--- src/rtl/pq_op_sequencer.sv ---
// pq_op_sequencer: command-side initiator for the systolic open-list priority queue.
// Checks legality, pulses the queue write/read strobes, waits out the settle interval, then returns one response.
`default_nettype none

module pq_op_sequencer #(
  parameter int DATA_WIDTH    = 32,
  parameter int SETTLE_CYCLES = 2
) (
  input  logic                  CLK,
  input  logic                  RSTn,
  input  logic                  s_cmd_valid,
  output logic                  s_cmd_ready,
  input  logic [1:0]            s_cmd_op,
  input  logic [DATA_WIDTH-1:0] s_cmd_data,
  output logic                  o_wrt,
  output logic                  o_read,
  output logic [DATA_WIDTH-1:0] o_node_f,
  input  logic                  i_full,
  input  logic                  i_empty,
  input  logic [DATA_WIDTH-1:0] i_node_f,
  output logic                  m_rsp_valid,
  input  logic                  m_rsp_ready,
  output logic [DATA_WIDTH-1:0] m_rsp_data,
  output logic                  m_rsp_err,
  output logic                  o_busy
);

  localparam logic [1:0] OP_PUSH    = 2'd0;
  localparam logic [1:0] OP_POP     = 2'd1;
  localparam logic [1:0] OP_REPLACE = 2'd2;
  localparam logic [3:0] SETTLE_LOAD = 4'(SETTLE_CYCLES - 1);

  typedef enum logic [1:0] {
    IDLE   = 2'd0,
    ISSUE  = 2'd1,
    SETTLE = 2'd2,
    RESP   = 2'd3
  } state_t;

  state_t                state;
  state_t                state_nxt;
  logic [3:0]            settle_cnt;
  logic [1:0]            op_q;
  logic [DATA_WIDTH-1:0] node_q;
  logic [DATA_WIDTH-1:0] rsp_data_q;
  logic                  rsp_err_q;
  logic                  accept;
  logic                  legal;

  // Legality uses the queue flags as seen in the acceptance cycle only.
  always_comb begin
    legal = 1'b0;
    case (s_cmd_op)
      OP_PUSH:    legal = !i_full;
      OP_POP:     legal = !i_empty;
      OP_REPLACE: legal = !i_empty;
      default:    legal = 1'b0;
    endcase
  end

  always_ff @(posedge CLK or negedge RSTn) begin
    if (!RSTn) begin
      state <= IDLE;
    end else begin
      state <= state_nxt;
    end
  end

  always_comb begin
    state_nxt   = state;
    accept      = 1'b0;
    s_cmd_ready = 1'b0;
    o_wrt       = 1'b0;
    o_read      = 1'b0;
    m_rsp_valid = 1'b0;
    o_busy      = (state != IDLE);
    case (state)
      IDLE: begin
        s_cmd_ready = RSTn;
        accept      = s_cmd_valid;
        if (s_cmd_valid) begin
          state_nxt = legal ? ISSUE : RESP;
        end
      end
      ISSUE: begin
        o_wrt     = (op_q == OP_PUSH) || (op_q == OP_REPLACE);
        o_read    = (op_q == OP_POP)  || (op_q == OP_REPLACE);
        state_nxt = SETTLE;
      end
      SETTLE: begin
        if (settle_cnt == 4'd0) begin
          state_nxt = RESP;
        end
      end
      RESP: begin
        m_rsp_valid = 1'b1;
        if (m_rsp_ready) begin
          state_nxt = IDLE;
        end
      end
      default: state_nxt = IDLE;
    endcase
  end

  always_ff @(posedge CLK or negedge RSTn) begin
    if (!RSTn) begin
      settle_cnt <= 4'd0;
      op_q       <= 2'd0;
      node_q     <= '0;
      rsp_data_q <= '0;
      rsp_err_q  <= 1'b0;
    end else begin
      if (accept) begin
        op_q <= s_cmd_op;
        if (legal) begin
          node_q     <= s_cmd_data;
          rsp_data_q <= (s_cmd_op == OP_PUSH) ? '0 : i_node_f;
          rsp_err_q  <= 1'b0;
        end else begin
          rsp_data_q <= '0;
          rsp_err_q  <= 1'b1;
        end
      end
      if (state == ISSUE) begin
        settle_cnt <= SETTLE_LOAD;
      end else if ((state == SETTLE) && (settle_cnt != 4'd0)) begin
        settle_cnt <= settle_cnt - 4'd1;
      end
    end
  end

  assign o_node_f   = node_q;
  assign m_rsp_data = rsp_data_q;
  assign m_rsp_err  = rsp_err_q;

endmodule

`default_nettype wire

--- config.mk ---
export PLATFORM = sky130hd
export DESIGN_NAME = pq_op_sequencer
export DESIGN_NICKNAME = d
export VERILOG_FILES = /design/src/rtl/pq_op_sequencer.sv
export SDC_FILE = /design/constraint.sdc
export NUM_CORES = 1
export LEC_CHECK = 0
export CAP_MARGIN = 10
export CORE_MARGIN = 1.5
export CORE_UTILIZATION = 44
export DETAILED_ROUTE_END_ITERATION = 6
export PLACE_DENSITY = 0.92
export SYNTH_ARGS = -nofsm -noshare
export SYNTH_HDL_FRONTEND = slang
export SYNTH_SLANG_ARGS = --single-unit
--- constraint.sdc ---
create_clock -name CLK -period 4.58 [get_ports CLK]
set_input_delay 0.458 -clock CLK [delete_from_list [all_inputs] [get_ports CLK]]
set_output_delay 0.458 -clock CLK [all_outputs]
set_load 0.02 [all_outputs]
==> impl_metrics.xml <==
<?xml version="1.0" encoding="UTF-8"?>
<metrics>
  <group name="power">
    <metric name="leakage" unit="nW">2.12</metric>
    <metric name="switching_power" unit="mW">1.03</metric>
    <metric name="irDropWorstVdd" unit="mV">0.304</metric>
    <metric name="swShare" unit="">0.338</metric>
    <metric name="share_seq_of_total_power" unit="">0.349</metric>
    <metric name="clock_power_share" unit="">0.181</metric>
    <metric name="internal_power" unit="mW">2.01</metric>
    <metric name="power.density" unit="nW/um^2">639</metric>
    <metric name="total_power" unit="mW">3.04</metric>
    <metric name="combinationalPowerShare" unit="">0.469</metric>
  </group>
  <group name="synth">
    <metric name="syn-num-nets" unit="">285</metric>
    <metric name="syn-cell-area" unit="sq um">3090</metric>
    <metric name="netlist_instances" unit="">203</metric>
    <metric name="synth-main-ff-cell" unit="">sky130_fd_sc_hd__dfrtp_1</metric>
    <metric name="async_reset_ff_frac" unit="">1.00</metric>
    <metric name="yosysWarnings" unit="">0</metric>
    <metric name="sequential_element_share_of_the_synthesized_area" unit="">0.592</metric>
    <metric name="synth.distinct_cells" unit="">31</metric>
    <metric name="ys_ff_latch" unit="">73</metric>
    <metric name="syn-mean-instance-area" unit="sq um">15.2</metric>
    <metric name="edff_count_synth" unit="">0</metric>
  </group>
  <group name="setup_path">
    <metric name="cp_data_required_time" unit="ps">4800</metric>
    <metric name="critPathMaxFanout" unit="">38</metric>
    <metric name="critPathLaunchType" unit="">flip-flop</metric>
    <metric name="criticalPathCategory" unit="">reg2reg</metric>
    <metric name="worst_r2r_startpoint" unit="">state[0]</metric>
    <metric name="timing.critical_path.from" unit="">state[0]</metric>
    <metric name="critPathCaptureType" unit="">flip-flop</metric>
    <metric name="critical_path_arrival" unit="ps">2820</metric>
  </group>
  <group name="floorplan">
    <metric name="floorplan.die_area" unit="sq um">7530</metric>
    <metric name="die_w" unit="um">86.8</metric>
    <metric name="core-area" unit="sq um">6790</metric>
    <metric name="top_level_ports" unit="">142</metric>
    <metric name="die-height" unit="um">86.8</metric>
    <metric name="std_cell_rows" unit="">30</metric>
    <metric name="start_util" unit="">0.455</metric>
  </group>
  <group name="timing">
    <metric name="timing.fmax" unit="GHz">0.384</metric>
    <metric name="min_period_over_period" unit="">0.568</metric>
    <metric name="timing.hold.ws" unit="ps">62.4</metric>
    <metric name="max_slew.worst_pin.slew" unit="ps">1030</metric>
    <metric name="rsz0062_at_grt" unit="">false</metric>
    <metric name="finalMaxSlewViolations" unit="">0</metric>
    <metric name="setup_tns" unit="ps">0</metric>
    <metric name="worst_slew_margin_rel" unit="">0.310</metric>
    <metric name="skew" unit="ps">9.67</metric>
    <metric name="post-route-min-period" unit="ps">2600</metric>
    <metric name="hold_violations" unit="">0</metric>
    <metric name="setup_slack" unit="ps">1980</metric>
    <metric name="final-setup-viol-count" unit="">0</metric>
  </group>
  <group name="routing">
    <metric name="drc" unit="">0</metric>
    <metric name="ant_nets" unit="">0</metric>
    <metric name="detail_route.wirelength" unit="mm">7.13</metric>
    <metric name="via_density_per_instance" unit="">4.92</metric>
    <metric name="dr.first_iter.drc_count" unit="">90</metric>
    <metric name="wire_per_inst" unit="um">15.9</metric>
    <metric name="drtPass1Iterations" unit="">4</metric>
    <metric name="vias" unit="">2203</metric>
  </group>
  <group name="cells_and_area">
    <metric name="syn2layout_area_growth" unit="%">53.8</metric>
    <metric name="mostFrequentLayoutCells" unit="">sky130_fd_sc_hd__clkdlybuf4s50_1 (140), sky130_fd_sc_hd__dfrtp_1 (73), sky130_fd_sc_hd__a22o_1 (32), sky130_fd_sc_hd__mux2_4 (29), sky130_fd_sc_hd__inv_1 (11)</metric>
    <metric name="post_route_cells_drive_above_1_share" unit="">0.162</metric>
    <metric name="antenna-diode-count" unit="">0</metric>
    <metric name="num-nets-final" unit="">429</metric>
    <metric name="leading_cell_type_in_the_layout_fill_and_taps_excluded" unit="">sky130_fd_sc_hd__clkdlybuf4s50_1</metric>
    <metric name="final.fill_count" unit="">475</metric>
    <metric name="final_cell_count_without_fillers" unit="">448</metric>
  </group>
  <group name="clocking">
    <metric name="cts_resized" unit="">0</metric>
    <metric name="cts.hold.buffers_added" unit="">0</metric>
    <metric name="clock_sinks" unit="">73</metric>
    <metric name="cts.htree.levels" unit="">3</metric>
    <metric name="clk_transition_reported_paths" unit="ps">80</metric>
    <metric name="post_cts.repair.setup_buffers" unit="">0</metric>
    <metric name="number_of_buffers_between_clock_root_and_the_deepest_sink" unit="">2</metric>
    <metric name="insertion_delay" unit="ps">340</metric>
    <metric name="clock_tree.root_cell" unit="">sky130_fd_sc_hd__clkbuf_8</metric>
    <metric name="cts_buffers" unit="">9</metric>
    <metric name="cts_tree" unit="">done</metric>
  </group>
  <group name="place">
    <metric name="place.port_buffers" unit="">141</metric>
    <metric name="post-place-cells" unit="">432</metric>
    <metric name="dp.final_hpwl" unit="mm">5.12</metric>
    <metric name="routability_congestion_estimate" unit="">0.732</metric>
    <metric name="worst_setup_slack_after_placement" unit="ps">1630</metric>
  </group>
  <group name="global_routing">
    <metric name="antenna_found_initial" unit="">0</metric>
    <metric name="grt_pass1_vias" unit="">2283</metric>
    <metric name="grt_first_pass_wirelength" unit="mm">11.1</metric>
    <metric name="grt_overall_usage" unit="">0.192</metric>
    <metric name="grt.overflow.total" unit="">0</metric>
    <metric name="grt_start_max_net_pins" unit="">41</metric>
  </group>
  <group name="status">
    <metric name="status" unit="">complete, no violations</metric>
  </group>
  <group name="min_path">
    <metric name="min_delay_path_class" unit="">in2async</metric>
  </group>
  <group name="flow_run">
    <metric name="max_cap_violations" unit="">0</metric>
  </group>
</metrics>
==> final timing paths <==
path	slack [ps]	cells after the start	endpoint
min in group CLK	510	1	m_rsp_data[29]
max	1980	6	o_node_f[0]
max in group asynchronous	3650	2	settle_cnt[2]
min	60	1	m_rsp_data[0]
max reg2reg	1980	6	o_node_f[0]
min reg2reg	510	1	m_rsp_data[29]
==> cells in the mapped netlist (2+ instances only) <==
master,instances,share of area
sky130_fd_sc_hd__dfrtp_1,73,0.59
sky130_fd_sc_hd__a22o_1,32,0.091
sky130_fd_sc_hd__mux2_4,29,0.14
sky130_fd_sc_hd__inv_1,11,0.013
sky130_fd_sc_hd__ha_1,10,0.041
sky130_fd_sc_hd__mux2_2,4,0.015
sky130_fd_sc_hd__nand2_1,4,0.0049
sky130_fd_sc_hd__nor2_1,4,0.0049
sky130_fd_sc_hd__a21oi_1,3,0.0049
sky130_fd_sc_hd__buf_12,3,0.019
sky130_fd_sc_hd__buf_4,3,0.0073
sky130_fd_sc_hd__clkbuf_1,3,0.0036
sky130_fd_sc_hd__and2_1,2,0.0041
sky130_fd_sc_hd__and2b_1,2,0.0049
sky130_fd_sc_hd__nand2b_1,2,0.0041
sky130_fd_sc_hd__o21ai_0,2,0.0032
sky130_fd_sc_hd__xor2_1,2,0.0057
==> power by group through the flow <==
stage               clock, mW  sequential [mW]  combinational, mW
detailed placement          0             1.06               1.44
finish                  0.550             1.06               1.42
global placement            0             1.06               1.40
floorplan                   0             1.33              0.505
global route            0.593             1.09               1.51
CTS                     0.562             1.06               1.44
==> final cells by class <==
class	count	area, sq um	area share
flip-flops and latches	73	1830	0.385
clock inverters	5	78.8	0.0166
multi-input cells	108	1110	0.234
clock buffers	11	141	0.0298
repair buffers	144	1430	0.301
well taps	96	120	0.0253
inverters	11	41.3	0.00869
==> stage by stage <==
stage | util | area, sq um
final | 0.699 | 4750
after global routing | 0.699 | 4750
after CTS | 0.699 | 4750
after detailed placement | 0.667 | 4530
after global placement | 0.667 | 4530
after floorplan | - | 3090
==> registers in the layout, summed over array words and instances (netlist names) <==
name        flops
m_rsp_err       1
state           2
settle_cnt      4
o_node_f       32
op_q            2
m_rsp_data     32
==> worst max-delay path, stage by stage, from the launching register on <==
cell	delay [ps]
sky130_fd_sc_hd__dfrtp_1	420
sky130_fd_sc_hd__inv_1	120
sky130_fd_sc_hd__ha_1	240
sky130_fd_sc_hd__nand2_1	70
sky130_fd_sc_hd__buf_4	250
sky130_fd_sc_hd__and2b_2	950
sky130_fd_sc_hd__mux2_2	410
==> routing by layer <==
layer / GRT usage / vias up / routed length, um
li1: - / 1012 / -
met1: 0.238 / 1088 / 3000
met2: 0.320 / 93 / 3620
met3: 0.0467 / 10 / 431
met4: 0.0792 / 0 / 82
met5: 0 / - / 0
==> logic make-up after synthesis <==
kind of cell / count (synthesis) / share of synthesized area
buffers and inverters: 22 / 0.0490
xor gates and xnor gates: 3 / 0.00851
muxes: 33 / 0.156
AOI/OAI and AO/OA: 44 / 0.117
DFF: 73 / 0.592
and+or+nand+nor: 18 / 0.0377
adders and majority gates: 10 / 0.0405
(Power assumes the default switching activity.)
